<file path="src/rtl/controlador_saida.sv">
`default_nettype none
// ============================================================================
// Module      : controlador_saida
// Description : Vending-machine output controller. Carries out the price
//               comparator's decision: returns coins one at a time through
//               the ejector, or runs the product motor until the drop sensor
//               fires. Each wait for a sensor is bounded by a timeout that
//               traps the block in a sticky fault state. When an operation
//               finishes, it pulses concluido and limparMoedas together.
// Ports       : clk             - system clock, rising edge
//               reset           - asynchronous, active-low reset
//               valorMoedas     - accumulated coin value, latched on request
//               liberarProduto  - dispense command (rising edge = request)
//               devolverMoedas  - coin-return command (rising edge = request)
//               sensorMoeda     - ejector ack, one rising edge per coin
//               sensorProduto   - product-drop sensor, high = delivered
//               ejetarMoeda     - coin ejector drive
//               motorProduto    - product motor drive
//               moedasRestantes - coins still to return
//               ocupado         - operation in progress or fault
//               concluido       - one-cycle completion pulse
//               limparMoedas    - one-cycle accumulator clear pulse
//               erro            - sticky timeout fault
// Revision    : 1.0 - initial release
// ============================================================================
module controlador_saida #(
    parameter int LARGURA_PULSO  = 4,
    parameter int TIMEOUT_CICLOS = 1000
) (
    input  logic       clk,
    input  logic       reset,
    input  logic [3:0] valorMoedas,
    input  logic       liberarProduto,
    input  logic       devolverMoedas,
    input  logic       sensorMoeda,
    input  logic       sensorProduto,
    output logic       ejetarMoeda,
    output logic       motorProduto,
    output logic [3:0] moedasRestantes,
    output logic       ocupado,
    output logic       concluido,
    output logic       limparMoedas,
    output logic       erro
);

    localparam int c_PULSO_W = $clog2(LARGURA_PULSO + 1);
    localparam int c_TMO_W   = $clog2(TIMEOUT_CICLOS + 1);
    // Terminal counts: the counters start at 0 on state entry, so the last
    // cycle of a window is reached at value N-1.
    localparam logic [c_PULSO_W-1:0] c_PULSO_FIM = c_PULSO_W'(LARGURA_PULSO - 1);
    localparam logic [c_TMO_W-1:0]   c_TMO_FIM   = c_TMO_W'(TIMEOUT_CICLOS - 1);

    typedef enum logic [2:0] {
        OCIOSO     = 3'd0,
        DEVOLVENDO = 3'd1,
        ESPERA_ACK = 3'd2,
        LIBERANDO  = 3'd3,
        FIM        = 3'd4,
        ERRO       = 3'd5
    } estado_t;

    estado_t                estado_q, estado_d;
    logic                   lib_prev_q, dev_prev_q, sen_prev_q;
    logic [c_PULSO_W-1:0]   pulso_q, pulso_d;
    logic [c_TMO_W-1:0]     tmo_q, tmo_d;
    logic [3:0]             moedas_q, moedas_d;
    logic                   ejetar_q, motor_q, ocupado_q, concluido_q, erro_q;

    logic w_lib_req, w_dev_req, w_sen_req;

    assign w_lib_req = liberarProduto & ~lib_prev_q;
    assign w_dev_req = devolverMoedas & ~dev_prev_q;
    assign w_sen_req = sensorMoeda    & ~sen_prev_q;

    always_comb begin
        estado_d = estado_q;
        pulso_d  = pulso_q;
        tmo_d    = tmo_q;
        moedas_d = moedas_q;
        case (estado_q)
            OCIOSO: begin
                pulso_d = '0;
                tmo_d   = '0;
                // A simultaneous liberar edge is dropped: devolver has priority.
                if (w_dev_req) begin
                    moedas_d = valorMoedas;
                    estado_d = (valorMoedas == 4'd0) ? FIM : DEVOLVENDO;
                end else if (w_lib_req) begin
                    estado_d = LIBERANDO;
                end
            end
            DEVOLVENDO: begin
                if (pulso_q == c_PULSO_FIM) begin
                    pulso_d  = '0;
                    tmo_d    = '0;
                    estado_d = ESPERA_ACK;
                end else begin
                    pulso_d = pulso_q + c_PULSO_W'(1);
                end
            end
            ESPERA_ACK: begin
                // The ack is tested before the timeout so a same-cycle ack wins.
                if (w_sen_req) begin
                    if (moedas_q != 4'd0) begin
                        moedas_d = moedas_q - 4'd1;
                    end
                    pulso_d  = '0;
                    estado_d = (moedas_q <= 4'd1) ? FIM : DEVOLVENDO;
                end else if (tmo_q == c_TMO_FIM) begin
                    estado_d = ERRO;
                end else begin
                    tmo_d = tmo_q + c_TMO_W'(1);
                end
            end
            LIBERANDO: begin
                if (sensorProduto) begin
                    estado_d = FIM;
                end else if (tmo_q == c_TMO_FIM) begin
                    estado_d = ERRO;
                end else begin
                    tmo_d = tmo_q + c_TMO_W'(1);
                end
            end
            FIM:     estado_d = OCIOSO;
            ERRO:    estado_d = ERRO;
            default: estado_d = OCIOSO;
        endcase
    end

    // Outputs are decoded from the next state into flops, so each actuator
    // changes on the same edge as the state it belongs to.
    always_ff @(posedge clk or negedge reset) begin
        if (!reset) begin
            estado_q    <= OCIOSO;
            lib_prev_q  <= 1'b0;
            dev_prev_q  <= 1'b0;
            sen_prev_q  <= 1'b0;
            pulso_q     <= '0;
            tmo_q       <= '0;
            moedas_q    <= 4'd0;
            ejetar_q    <= 1'b0;
            motor_q     <= 1'b0;
            ocupado_q   <= 1'b0;
            concluido_q <= 1'b0;
            erro_q      <= 1'b0;
        end else begin
            estado_q    <= estado_d;
            lib_prev_q  <= liberarProduto;
            dev_prev_q  <= devolverMoedas;
            sen_prev_q  <= sensorMoeda;
            pulso_q     <= pulso_d;
            tmo_q       <= tmo_d;
            moedas_q    <= moedas_d;
            ejetar_q    <= (estado_d == DEVOLVENDO);
            motor_q     <= (estado_d == LIBERANDO);
            ocupado_q   <= (estado_d != OCIOSO);
            concluido_q <= (estado_d == FIM);
            erro_q      <= (estado_d == ERRO);
        end
    end

    assign ejetarMoeda     = ejetar_q;
    assign motorProduto    = motor_q;
    assign moedasRestantes = moedas_q;
    assign ocupado         = ocupado_q;
    assign concluido       = concluido_q;
    assign limparMoedas    = concluido_q;
    assign erro            = erro_q;

endmodule
`default_nettype wire

</file>
<file path="config.mk">
export PLATFORM = sky130hd
export DESIGN_NAME = controlador_saida
export DESIGN_NICKNAME = d
export VERILOG_FILES = /design/src/rtl/controlador_saida.sv
export SDC_FILE = /design/constraint.sdc
export NUM_CORES = 1
export LEC_CHECK = 0
export CORE_UTILIZATION = 35
export DETAILED_ROUTE_END_ITERATION = 8
export SKIP_CTS_REPAIR_TIMING = 1
export SYNTH_ARGS = -nofsm -noshare
export SYNTH_HDL_FRONTEND = slang
export SYNTH_SLANG_ARGS = --single-unit
</file>
<file path="constraint.sdc">
create_clock -name clk -period 2.7 [get_ports clk]
set_input_delay 0.405 -clock clk [delete_from_list [all_inputs] [get_ports clk]]
set_output_delay 0.405 -clock clk [all_outputs]
set_load 0.05 [all_outputs]
</file>
==> results.env <==
RUN_STATUS='complete, no violations'
CHIPWIDTH_UM=67.3
POWERDENSITY_mW_PER_MM2=1010
SYNTH.FF_LATCH_COUNT=28
GRT_START_MAX_NET_PINS=29
INITIAL_CORE_UTILIZATION_PCT=36.8
DIE_HEIGHT_UM=67.3
POWER.STATIC_LEAKAGE_nW=0.720
SETUP_SLACK_AFTER_LAYOUT_PS=431
CLKLATENCYLATEPIN_PS=280
TIMING_WORST_SETUP_PATH_TYPE='input pin to flip-flop'
DRC_ERRORS=0
SLEW-LIMIT-HEADROOM_PCT=48.6
GRT_SETUP_UNREPAIRED='false'
CORE_AREA_MM2=0.00406
USE_MET2_PCT=25.3
HOLD_VIOL=0
WORST_EP_ARRIVAL_TIME_PS=2420
SYN_STD_CELL_AREA_MM2=0.00149
GR-USAGE-ALL-LAYERS_PCT=15.6
R2R_CELLS=5
CLOCK_TREE.ROOT_CELL='clkbuf_8'
HTREE_NUM_LEVELS=1
ROUTED_VIA_DENSITY=5.50
DETAIL_ROUTE.WL_PER_CELL_UM=13.4
TOP_USAGE_LAYER='met2'
DESIGN.FINAL.NETS=192
CLK_PIN_SLEW_WORST_PATHS_PS=100
LAYOUT.FILLER_CELLS=392
TIMING.SETUP.TNS_PS=0
AREA_OF_THE_MULTI_INPUT_GATES_UM2=732
WIRE_LENGTH_OF_THE_FIRST_GLOBAL_ROUTING_PASS_UM=5380
DPL.HPWL_UM=2280
ANTENNA_FOUND_INITIAL=0
SYNTH-WARNING-COUNT=0
FIRST_GLOBAL_VIAS=1209
POSTSYNTHCELLCOUNT=156
DIODES=0
DRT-PASS1-ITER-COUNT=4
DETAILROUTE.VIA_COUNT=1249
CTS_BUFFERS=3
POSTROUTEANTENNANETS=0
MAXSLEWVIOLCOUNT=0
AREAGROWTHSYNTHTOFINISH_PCT=20.2
NETLIST-CELL-TYPE-COUNT=42
DPL_CELL_AREA_MM2=0.00174
LAUNCHING_ELEMENT_TYPE_OF_THE_CRITICAL_PATH='input pin'
CLOCK_TREE_FROM_TRITONCTS='built'
MAXCAPVIOLATIONS=0
GROUTE.LAYER.MET3.USAGE_PCT=2.20
FP.DIEAREA_MM2=0.00453
WORSTHOLDPATHTYPE='input pin to async pin'
FINAL.SETUP_SKEW_PS=8.72
MAXCLOCKFREQUENCY_GHz=0.441
SYN-NUM-NETS=170
PIN_COUNT=20
GRT_USE_MET1_PCT=20.9
POST_ROUTE_CELLS_DRIVE_ABOVE_1_SHARE_PCT=6.78
DRT_ITER0_MARKERS=68
SEQ_AREA_UM2=701
NUMCLOCKSINKS=28
MOSTFREQUENTLAYOUTCELLS='dfrtp_1, clkdlybuf4s50_1, a21oi_1, o21ai_0'
SYNTH_SEQUENTIAL_AREA_RATIO_PCT=47.0
DETAIL_ROUTE.WIRELENGTH_UM=3040
ROUTABILITYCONGESTION=0.827
CP.REQUIRED_PS=2850
WORST-PATH-MAX-FANOUT=4
ROWS=23
MOSTFREQUENTLAYOUTCELL='dfrtp_1'
AVGSYNTHCELLAREA_UM2=9.56
GRT-OVFL-TOTAL=0
CLOCK_PERIOD_MINUS_FINAL_WORST_SETUP_SLACK_PS=2270
CLOCK_TREE.BUFFER_DEPTH=2
FINISH.INSTANCE_AREA_MM2=0.00179
SETUP_VIOLATIONS=0
POWER.IR.VDD_WORST_V=0.000297
MAX_SLEW.WORST_PIN.SLEW_PS=752
FIN_CRIT_SH_PCT=84.0
DESIGN_POWER_TOTAL_W=0.00182
TIMING.CRITICAL_PATH.TO_TYPE='flip-flop'
NUMPORTBUFFERS=19
PRE_CTS_SLACK_PS=125
==> where the power goes <==
group	switching [W]	internal, W	total (W)
sequential	0.000134	0.000525	0.000659
combinational	0.000558	0.000338	0.000897
clock	0.000133	0.000131	0.000264
==> critical path: stages <==
cell and delay [ps]:
clkdlybuf4s50_1 500, or4b_4 470, o221a_1 300, a311oi_4 270, or4b_1 460
==> area by class of cell <==
type / count / share of cell area, %
multi-input combinational: 115 / 40.8
sequential: 28 / 39.1
timing repair buffer: 22 / 11.9
tap: 50 / 3.49
clock buffer: 4 / 3.07
inverter: 8 / 1.67
==> per-layer routing <==
layer	up-vias	wire length, um
li1	616	-
met2	20	1420
met5	-	0
met3	5	71
met4	0	52
met1	608	1500
==> cell usage after synthesis (all sizes together) <==
library cell / n / area (um2)
or4: 4 / 30.0
a31oi: 1 / 6.26
o21ai: 12 / 60.1
nand2b: 3 / 18.8
o32a: 1 / 10.0
nor2: 10 / 37.5
or3: 3 / 18.8
inv: 8 / 30.0
nor4: 2 / 12.5
and3: 2 / 12.5
a21oi: 15 / 75.1
o22a: 1 / 8.76
dfrtp: 28 / 701
a2111oi: 1 / 8.76
xnor2: 1 / 8.76
nor2b: 3 / 18.8
or4b: 2 / 23.8
nor3: 6 / 35.0
a311oi: 1 / 26.3
a21boi: 1 / 7.51
clkbuf: 1 / 3.75
nand2: 10 / 37.5
a2bb2oi: 1 / 8.76
o22ai: 1 / 6.26
buf: 4 / 25.0
o211ai: 1 / 7.51
ha: 4 / 50.1
or2: 3 / 18.8
and2: 1 / 6.26
o221a: 1 / 11.3
o21bai: 1 / 7.51
a22o: 1 / 8.76
or3b: 3 / 26.3
o21a: 2 / 15.0
nand3: 9 / 45.0
mux2: 1 / 11.3
nor3b: 3 / 22.5
o31ai: 4 / 30.0
==> path summary, 6_finish.rpt <==
path                                        startpoint                      to  slack, ps
worst max-delay path                       sensorMoeda       ocupado$_DFF_PN0_        430
worst min-delay path                             reset          erro$_DFF_PN0_        490
worst max register to register    tmo_q[4]$_DFFE_PN0P_       ocupado$_DFF_PN0_        510
worst min register to register  pulso_q[1]$_DFFE_PN0P_  pulso_q[1]$_DFFE_PN0P_        520
max in group asynchronous                        reset    tmo_q[3]$_DFFE_PN0P_       1940
min in group clk                pulso_q[1]$_DFFE_PN0P_  pulso_q[1]$_DFFE_PN0P_        520
==> metrics by stage <==
step,std cells,utilization [%],hold slack (ps)
after floorplan,156,-,109
after global placement,223,42.8,492
after detailed placement,223,42.8,494
after CTS,227,44.2,505
after global routing,227,44.2,533
final,227,44.2,494
==> flip-flops by register name, summed over array words and instances (netlist names) <==
| name | flops |
|---|---|
| pulso_q | 3 |
| lib_prev_q | 1 |
| ocupado | 1 |
| concluido | 1 |
| motorProduto | 1 |
| dev_prev_q | 1 |
| moedasRestantes | 4 |
| sen_prev_q | 1 |
| tmo_q | 10 |
| ejetarMoeda | 1 |
| erro | 1 |
| estado_q | 3 |
==> cell families after synthesis <==
kind of cell | Yosys count | synth area share, %
AO/OA/AOI/OAI | 45 | 20.0
flip-flops | 28 | 47.0
adder cells (fa/ha/maj) | 4 | 3.36
XOR/XNOR | 1 | 0.587
multiplexers | 1 | 0.755
buffers and inverters | 13 | 3.94
AND/OR/NAND/NOR | 64 | 24.4
No activity file was read; power rests on OpenSTA's default activity.
